`config.mk`:
```
export PLATFORM = sky130hd
export DESIGN_NAME = mode_counter
export DESIGN_NICKNAME = d
export VERILOG_FILES = /design/src/rtl/mode_counter.sv
export SDC_FILE = /design/constraint.sdc
export NUM_CORES = 1
export LEC_CHECK = 0
export CORE_MARGIN = 1
export CORE_UTILIZATION = 55
export DETAILED_ROUTE_END_ITERATION = 10
export PLACE_DENSITY = 0.79
export SLEW_MARGIN = 10
export SYNTH_ARGS = -nofsm -noshare
export SYNTH_HDL_FRONTEND = slang
export SYNTH_SLANG_ARGS = --single-unit
```
`constraint.sdc`:
```
create_clock -name clk -period 5.15 [get_ports clk]
set_input_delay 1.03 -clock clk [delete_from_list [all_inputs] [get_ports clk]]
set_output_delay 1.03 -clock clk [all_outputs]
set_load 0.005 [all_outputs]
```
`src/rtl/mode_counter.sv`:
```
// mode_counter: N-bit counter with programmable terminal value, up/down/bounce/hold modes,
// enable, synchronous load with clamp and a clock-enable prescaler.
//
// Ports:
//   clk         rising-edge clock
//   rst         synchronous active-high reset
//   en_i        count enable, gates both prescaler and counter
//   mode_i      00 up, 01 down, 10 bounce, 11 hold
//   load_i      synchronous load strobe (honoured even with en_i low)
//   load_val_i  value written on load, clamped to limit_i
//   limit_i     terminal value, count range is 0..limit_i inclusive
//   presc_i     counter advances once per presc_i+1 enabled cycles
//   count_o     current count
//   count_d_o   count delayed by one clock
//   dir_o       current direction, 0 = up, 1 = down
//   tc_o        one-cycle pulse aligned with the post-wrap / post-turn count value
module mode_counter #(
  parameter int unsigned N  = 8,
  parameter int unsigned PW = 4
) (
  input  logic          clk,
  input  logic          rst,
  input  logic          en_i,
  input  logic [1:0]    mode_i,
  input  logic          load_i,
  input  logic [N-1:0]  load_val_i,
  input  logic [N-1:0]  limit_i,
  input  logic [PW-1:0] presc_i,
  output logic [N-1:0]  count_o,
  output logic [N-1:0]  count_d_o,
  output logic          dir_o,
  output logic          tc_o
);

  typedef enum logic [1:0] {
    ModeUp     = 2'b00,
    ModeDown   = 2'b01,
    ModeBounce = 2'b10,
    ModeHold   = 2'b11
  } mode_e;

  mode_e         mode;
  logic [PW-1:0] pre_q, pre_d;
  logic [N-1:0]  cnt_q, cnt_d;
  logic [N-1:0]  cnt_dly_q;
  logic          dir_q, dir_d;
  logic          tc_q, tc_d;
  logic          active;
  logic          tick;

  assign mode = mode_e'(mode_i);

  // Hold mode freezes the prescaler as well as the count.
  assign active = en_i && (mode != ModeHold);
  assign tick   = active && (pre_q == presc_i);

  always_comb begin
    pre_d = pre_q;
    if (load_i) begin
      pre_d = '0;
    end else if (active) begin
      pre_d = tick ? '0 : pre_q + PW'(1);
    end
  end

  always_comb begin
    cnt_d = cnt_q;
    dir_d = dir_q;
    tc_d  = 1'b0;
    if (load_i) begin
      cnt_d = (load_val_i > limit_i) ? limit_i : load_val_i;
    end else if (tick) begin
      if (cnt_q > limit_i) begin
        // Limit was lowered below the current count: restart from zero in any mode.
        cnt_d = '0;
        dir_d = 1'b0;
        tc_d  = 1'b1;
      end else begin
        case (mode)
          ModeUp: begin
            dir_d = 1'b0;
            if (cnt_q == limit_i) begin
              cnt_d = '0;
              tc_d  = 1'b1;
            end else begin
              cnt_d = cnt_q + N'(1);
            end
          end
          ModeDown: begin
            dir_d = 1'b1;
            if (cnt_q == '0) begin
              cnt_d = limit_i;
              tc_d  = 1'b1;
            end else begin
              cnt_d = cnt_q - N'(1);
            end
          end
          ModeBounce: begin
            if (limit_i == '0) begin
              // Degenerate range: no room to turn, so pin at zero and pulse every tick.
              cnt_d = '0;
              dir_d = 1'b0;
              tc_d  = 1'b1;
            end else if (!dir_q) begin
              if (cnt_q == limit_i) begin
                cnt_d = limit_i - N'(1);
                dir_d = 1'b1;
                tc_d  = 1'b1;
              end else begin
                cnt_d = cnt_q + N'(1);
              end
            end else begin
              if (cnt_q == '0) begin
                cnt_d = N'(1);
                dir_d = 1'b0;
                tc_d  = 1'b1;
              end else begin
                cnt_d = cnt_q - N'(1);
              end
            end
          end
          default: begin
          end
        endcase
      end
    end
  end

  always_ff @(posedge clk) begin
    if (rst) begin
      pre_q     <= '0;
      cnt_q     <= '0;
      cnt_dly_q <= '0;
      dir_q     <= 1'b0;
      tc_q      <= 1'b0;
    end else begin
      pre_q     <= pre_d;
      cnt_q     <= cnt_d;
      cnt_dly_q <= cnt_q;
      dir_q     <= dir_d;
      tc_q      <= tc_d;
    end
  end

  assign count_o   = cnt_q;
  assign count_d_o = cnt_dly_q;
  assign dir_o     = dir_q;
  assign tc_o      = tc_q;

endmodule

```
==> impl_summary.md, run 1 <==
Final layout
At the end of the flow the core is filled with cells to 0.7036. The fraction of final layout cells with drive strength greater than 1 is 0.06907. 0 antenna diodes ended up in the layout. The most frequent standard cell in the layout excluding fill and tap cells is clkdlybuf4s50_1. In the final design database the tool counted 386 nets. The area growth from synthesis to final layout is 19.50%. The summed area of non-filler cells in the final layout is approximately 2900 sq um. In the layout the commonest cells are clkdlybuf4s50_1, ha_1, nand2_1.

Place
At the end of routability-driven placement, the weighted congestion stood at 0.9876. The total of buffers placed on input and output ports is 43. The post-placement cell area is 2820 sq um. Detailed placement finished with a half-perimeter wire length of around 5.5 mm. The minimum setup slack after placement is 1.300 ns.

Route
The detailed-router iteration count before antenna repair is 5. After the first detailed-routing iteration, the DRC count stood at 305. The count of nets left with antenna violations once routing finished came out at 0. The number of remaining DRC errors is 0. The overall routed net length is 7.106 mm. Dividing the detail-routed wire length by the instance count gives 18.55 um. The total number of vias is 2555.

The via density per instance is 6.671.

Worst setup path
Across all register-to-register paths, the minimum setup slack is 2.28 ns. The worst reg2reg path endpoint is count_o[3]$_SDFFE_PP0P_. STA classifies the critical path startpoint as an input pin. In this run the critical register-to-register path is launched from count_o[0]$_SDFFE_PP0P_. The required time of the critical path is 5.26 ns. The biggest fanout along the worst timing path is 13. The worst register-to-register path has a depth of 8. For the worst setup path, the data arrival time is 3.73 ns. The critical path class is input pin to register. The nature of the critical path endpoint is a register. Walking the worst path, the cells encountered are clkdlybuf4s50_1 > inv_1 > ha_1 > and4_4 > and2_4 > nor2_1 > nor4_4 > or2_1 > a221oi_1. On the worst path, the slowest cell contributes a delay of 0.59 ns. The critical path's slowest cell is clkdlybuf4s50_1.

CTS
The post-CTS setup buffer count is 0. Hold repair after CTS inserted 0 buffers. The CTS tree is yes. TritonCTS created 3 clock buffers.

The root buffer selected by CTS is clkbuf_8. Clock latency on the worst-skew pair, taken at its later pin, is 0.27 ns. The clock-pin slew of the registers on the worst-case setup and hold paths is 0.08 ns. In this run the number of H-tree levels came out at 1.

Clock tree synthesis found a total of 22 sinks. In this run the deepest clock path goes through 2 buffers. Once the clock tree was built, the resizer swapped 0 gates to a different size.

Yosys
Of all cell types, the one taking the most synthesized area is dfxtp_1. Counting flops and latches in the post-synthesis netlist gives 22. Synthesis handed over a netlist of 303 instances. Counting flops with an async set or reset pin after synthesis yields a share of 0.

Sorting the synthesized cells by area gives the leading types as dfxtp_1, ha_1, xnor2_1. The average instance in the mapped netlist occupies 7.941 sq um. The count of distinct cell types in the synthesized netlist is 58. The synthesized design contains 0 enable-type register cells. Of the post-synthesis cell area, the dominant cell type holds 0.1830. The cell area that synthesis handed to floorplanning was between 2000 and 2500 sq um.

The dominant register cell in the synthesized netlist is dfxtp_1. For this run, the number of Yosys warnings is 0. The net count after synthesis is 355.

The share of the Yosys chip area taken by registers is 0.1830.

Worst hold path
The worst min-delay path startpoint is pre_q[0]$_SDFFE_PP0P_. The type of the worst min-delay path is register to register. The number of cells traversed by the worst hold path is 2. The terminating pin of the worst hold path is pre_q[0]$_SDFFE_PP0P_.

Floorplanning
The floorplan die area is about 4600 sq um. The core region is between 4000 and 5000 sq um. From left edge to right edge, the die measures roughly 68 um.

The I/O pin count is 44. For this configuration, the core starts out at a cell density of 0.5888. From bottom edge to top edge, the die measures 68.14 um. The initialized floorplan defines 23 standard-cell rows.

Timing
The number of endpoints with negative hold slack in the final report is 0. The worst hold-check slack is 0.5410 ns. Counting I/O delays and the setup requirement, the final critical path takes 3.622 ns. The minimum setup slack in the final design is 1.528 ns. Summed over all failing endpoints, the final setup total negative slack is 0 ns. The post-route fraction of the period consumed by the critical path is 0.7034. Measured against its own limit, the worst slew margin works out to 0.4527.

Setup violations remaining at the end of the flow were counted as 0. The final max-slew violation count is 0. Setup repair after global routing left no endpoint under its margin.

Clock skew on the completed layout was measured at between 0.002 and 0.0025 ns. At the pin with the least slew margin, the transition time is a little over 0.8 ns. For this run, the top clock speed supported by timing is between 200 and 300 MHz.

Pwr
For this design the ratio of total power to cell area is around 210 nW/um^2. Summed over all cells, the static leakage comes to 1.080 nW. IR analysis of the VDD net gives a maximum drop of 178.2 uV.

Global route
The via count of the first global-routing pass was 2330. Global routing finished with a remaining overflow of 0. The largest net degree at the start of global routing is 22. For this run, the total global-route usage over all layers was measured as 0.3229.

The number of antenna violations at the first check in global routing came to 0. The global-route wire length before repair is 11.13 mm.

Job
The max capacitance violation total is 0.

Outcome
The run finished with clean final reports.
## logic make-up after synthesis
| kind of cell | synth area share |
|---|---|
| xor+xnor | 0.06188 |
| compound gates | 0.2501 |
| flops | 0.1830 |
| fa+ha+maj | 0.1352 |
| simple gates | 0.2543 |
| mux | 0.04992 |
| buf+inv | 0.06552 |
## layer usage
layer / track usage / routed length (um) / up-vias
met3: 0.06667 / 554 / 24
met1: 0.4245 / 3140 / 1186
met2: 0.5025 / 3142 / 146
met4: 0.1432 / 267 / 0
li1: - / - / 1199
met5: 0 / 0 / -
## worst max-delay path: cells and delay by family
kind                     cells  cell delay, ns
adder cells (fa/ha/maj)      1            0.33
buffers and inverters        2            0.71
AND/OR/NAND/NOR              5            1.51
AO/OA/AOI/OAI                1            0.15
## flip-flops by register name, indices dropped and copies added, names as in the netlist
| signal | cells |
|---|---|
| dir_o | 1 |
| count_d_o | 8 |
| count_o | 8 |
| pre_q | 4 |
| tc_o | 1 |
## stage by stage
stage | power, mW | cells
after floorplan | 0.3757 | 303
after global placement | 0.4633 | 379
after detailed placement | 0.4649 | 379
after CTS | 0.5885 | 383
after global routing | 0.6236 | 383
final | 0.5944 | 383
## where the power goes
| part | internal [mW] | leakage (nW) | switching, mW | total (mW) |
|---|---|---|---|---|
| clock network | 0.0683 | 0.0288 | 0.0570 | 0.125 |
| registers | 0.181 | 0.180 | 0.0222 | 0.203 |
| logic | 0.121 | 0.871 | 0.145 | 0.266 |
## worst max path at each step
stage / from / end / slack, ns / depth (start not counted)
finish: limit_i[3] / count_o[3]$_SDFFE_PP0P_ / 1.53 / 9
global placement: limit_i[6] / count_o[7]$_SDFFE_PP0P_ / 1.35 / 9
global route: limit_i[6] / count_o[7]$_SDFFE_PP0P_ / 1.35 / 9
detailed placement: limit_i[3] / count_o[3]$_SDFFE_PP0P_ / 1.30 / 9
CTS: limit_i[6] / count_o[3]$_SDFFE_PP0P_ / 1.57 / 9
floorplan: limit_i[4] / count_o[0]$_SDFFE_PP0P_ / 2.22 / 9
## final cells by class
type | count | area [sq um]
Multi-Input combinational cell | 243 | 1808
Sequential cell | 22 | 440.4
Timing Repair Buffer | 43 | 430.4
Fill cell | 362 | 1211
Clock buffer | 4 | 55.05
Inverter | 21 | 78.83
Tap cell | 50 | 62.56
## synth_stat cells (2+ instances only)
cell,n
nor3_2,3
o2bb2ai_1,2
dfxtp_1,22
clkbuf_1,12
nor4_1,9
nor3b_1,3
nand2_1,25
nand4_1,8
inv_1,21
o21ai_0,10
o21a_1,4
xnor2_1,12
ha_1,26
nand3_1,14
nor2b_1,3
a221oi_1,9
a31oi_1,2
a21oi_1,11
nor2_1,23
mux2i_1,3
buf_2,3
a211oi_1,13
or3_1,2
o311ai_1,2
o211a_1,2
and3_1,2
nor3_1,7
o211ai_1,7
xor2_1,5
nand2b_1,3
mux2_2,8
Note: power is estimated with default switching activity, not from simulation.
==> run 2, diff against run 1 <==
--- a/config.mk
+++ b/config.mk
@@ -6,9 +6,9 @@
 export NUM_CORES = 1
 export LEC_CHECK = 0
 export CORE_MARGIN = 1
-export CORE_UTILIZATION = 55
+export CORE_UTILIZATION = 48
 export DETAILED_ROUTE_END_ITERATION = 10
-export PLACE_DENSITY = 0.79
+export PLACE_DENSITY = 0.73
 export SLEW_MARGIN = 10
 export SYNTH_ARGS = -nofsm -noshare
 export SYNTH_HDL_FRONTEND = slang
==> constraint.sdc (replaced) <==
create_clock -name clk -period 3.2 [get_ports clk]
set_input_delay 0.64 -clock clk [delete_from_list [all_inputs] [get_ports clk]]
set_output_delay 0.64 -clock clk [all_outputs]
set_load 0.005 [all_outputs]
==> run 2 against run 1 <==
Critical path depth unchanged. First-iteration DRC count up 24%. Clock skew up 0.0038 ns. Global-route usage up 0.19 points. Register-to-register slack worse by 1.7 ns. Via count up 5.3%. Largest cell class unchanged.
==> impl_summary.md, run 2 (same netlist as run 1, synthesis figures left out) <==
Final layout
The number of diodes added for antenna fixing is 0. The filler cells instantiated in the layout total 438. The top cell types in the final layout, fill and taps aside, are clkdlybuf4s50_1, buf_4, ha_1.

Summing all multi-input logic gate instances after layout gives between 1500 and 2000 sq um. The fraction of final layout cells with drive strength greater than 1 is 0.1507. The finished cells cover roughly 3100 sq um. Leaving out fill and tap cells, the most frequent cell in the layout is clkdlybuf4s50_1. The area growth from synthesis to final layout is 30.37%.

The post-layout utilization of the core is 0.6554. The number of nets at the end of the flow is 418. The sequential cells in the finished layout cover a total of 440.4 sq um.

Place
After detailed placement, the total cell area comes to around 3000 sq um. The congestion estimate from routability-driven global placement came to roughly 0.95. The wire-length estimate of the detail-placed layout is between 6 and 7 mm. Buffers placed on the I/O ports in this run total 43.

CTS
The maximum number of buffers from clock root to sink is 2. The tree is rooted in a clkbuf_8. The insertion delay of the later-clocked pin in the worst-skew pair is between 0.2 and 0.3 ns. The count of cells resized by post-cts repair is 0. After clock tree synthesis, the clock-pin slew on the worst setup and hold paths is 0.08 ns.

Clock tree synthesis found a total of 22 sinks. The CTS tree is yes. Post-CTS timing repair inserted 0 buffers for setup. The number of buffers added by the clock tree synthesis step is 3.

The maximum level of the CTS H-tree is 1. The count of hold-fix buffers inserted at cts is 0.

Timing
Of the available clock period, the critical path in the final layout requires 0.9169. The relative max-transition margin is 0.4296. The total negative setup slack is 0 ns.

Setup violations remaining at the end of the flow were counted as 0. The top achievable clock speed is 340.8 MHz. The routed design could run at a clock period as short as slightly below 3 ns. The clock skew is 0.006123 ns. Setup repair after global routing left no endpoint under its margin.

The final max-slew violation count is 0. The slew at the pin with the worst max-slew slack is 0.8529 ns. The number of endpoints with negative hold slack in the final report is 0.

Job
The max capacitance violation total is 0.

Floorplanning
The initial cell density of the core is 0.5027. The region available for standard cell placement spans 4786 sq um. The floorplan die area is 5300 sq um.

The floorplan step set the die width to 72.80 um. Measured along the y axis, the die boundary spans 72.80 um. The floorplan row count is 25. The I/O pin count is 44.

Worst setup path
Data on the critical path is required at its endpoint by 3.30 ns. The delay of the slowest cell on the worst path is approximately 0.48 ns. The slowest stage of the critical path belongs to the cell clkdlybuf4s50_1.

The kind of cell with the highest combined delay along the critical path is compound AO/OA/AOI/OAI gates. STA classifies the critical path startpoint as an input pin. The critical path's most frequent cell is a211oi_1. Of all nets on the critical path, the largest fanout is 8. Walking the worst path, the cells encountered are clkdlybuf4s50_1 > inv_1 > ha_1 > and4b_1 > a211oi_1 > o22ai_2 > mux2_2 > a211oi_1 > a221oi_1. Counting cells, the worst reg-to-reg path comes to 8. The worst reg2reg path endpoint is count_o[6]$_SDFFE_PP0P_.

The worst reg2reg path startpoint is count_o[2]$_SDFFE_PP0P_. The worst setup path is of the input pin to register kind. The worst setup path is captured at a register. Counting both buffers and inverters, the worst setup path holds a total of 2. The setup check on the worst reg-to-reg path leaves a slack of 0.54 ns. For the worst setup path, the data arrival time is 3.04 ns. The launch point of the worst path is limit_i[2].

Global route
The global-route usage over all layers is 0.3248. The total overflow left after global routing is 0. The via count of the first global-routing pass is 2434. The first global-routing pass estimated around 13 mm of wire. The number of antenna violations at the first check in global routing is 0. The largest net degree at the start of global routing is 22.

Worst hold path
The worst min-delay path startpoint is pre_q[0]$_SDFFE_PP0P_. Along the worst hold path, the cell count comes to 2. The path class of the tightest hold or removal check is register to register. The worst hold path terminates at pre_q[0]$_SDFFE_PP0P_.

Route
The detailed router placed 2690 vias in this run. After detailed routing, the number of vias per cell comes to a little over 6. The number of remaining DRC errors is 0. The final layout contains routed wiring with a total length of 8.051 mm.

After detailed routing, the average wire length per cell comes to 18.64 um. The residual antenna-violating net count after detailed routing is 0. The pre-antenna-repair detailed-routing pass consisted of 5 iterations. The number of DRC markers in iteration 0 is 377.

Pwr
The largest voltage drop on the vdd net is 178.5 uV. The power per standard cell area is 317.5 nW/um^2. The static power due to leakage is 1.235 nW.

Outcome
The run finished with clean final reports.
run 2: changes by cell type in the layout (fill, tap and decap cells not counted), sizes merged:
cell  previous run  this run
buf              0        32
run 2: where the power goes:
| part | internal, mW | leakage (nW) | switching (mW) |
|---|---|---|---|
| Sequential | 0.291 | 0.180 | 0.0351 |
| Clock | 0.110 | 0.0288 | 0.0908 |
| Combinational | 0.220 | 1.03 | 0.249 |
| Total | 0.621 | 1.24 | 0.375 |
run 2: metrics by stage:
stage | power (mW) | hold WS (ns) | std cells | setup slack, ns
after global routing | 1.053 | 0.5746 | 432 | 0.1602
after global placement | 0.7843 | 0.5105 | 428 | 0.04510
final | 0.9958 | 0.5432 | 432 | 0.2660
after detailed placement | 0.7873 | 0.5227 | 428 | 0.02102
after CTS | 0.9898 | 0.5400 | 432 | 0.2993
after floorplan | 0.6047 | 0.4923 | 303 | 0.6563
run 2: worst max-delay path by stage:
stage / endpoint / slack, ns / cells after the start
after floorplan: count_o[0]$_SDFFE_PP0P_ / 0.66 / 9
after global placement: count_o[7]$_SDFFE_PP0P_ / 0.05 / 9
after detailed placement: count_o[7]$_SDFFE_PP0P_ / 0.02 / 9
after CTS: count_o[7]$_SDFFE_PP0P_ / 0.30 / 9
after global routing: count_o[5]$_SDFFE_PP0P_ / 0.16 / 9
final: count_o[7]$_SDFFE_PP0P_ / 0.27 / 9
run 2: final cells by class:
type                    instances  area share
clock buffers                   4     0.01755
multi-input cells             243      0.5764
inverters                      21     0.02513
repair buffers                 75      0.2138
flip-flops and latches         22      0.1404
well taps                      67     0.02673
run 2: layer usage:
layer,routed length [um],GRT usage
met1,3488,0.4386
met2,3657,0.5254
met3,727,0.06630
met4,178,0.08715
met5,0,0
run 2: worst reg2reg max path: stages (launching register included):
cell and delay (ns):
dfxtp_1 0.73, ha_1 0.37, and4_4 0.16, nand2_1 0.21, buf_4 0.21, o211ai_1 0.14, a211oi_1 0.28, o2bb2ai_1 0.15
a221oi_1 0.30
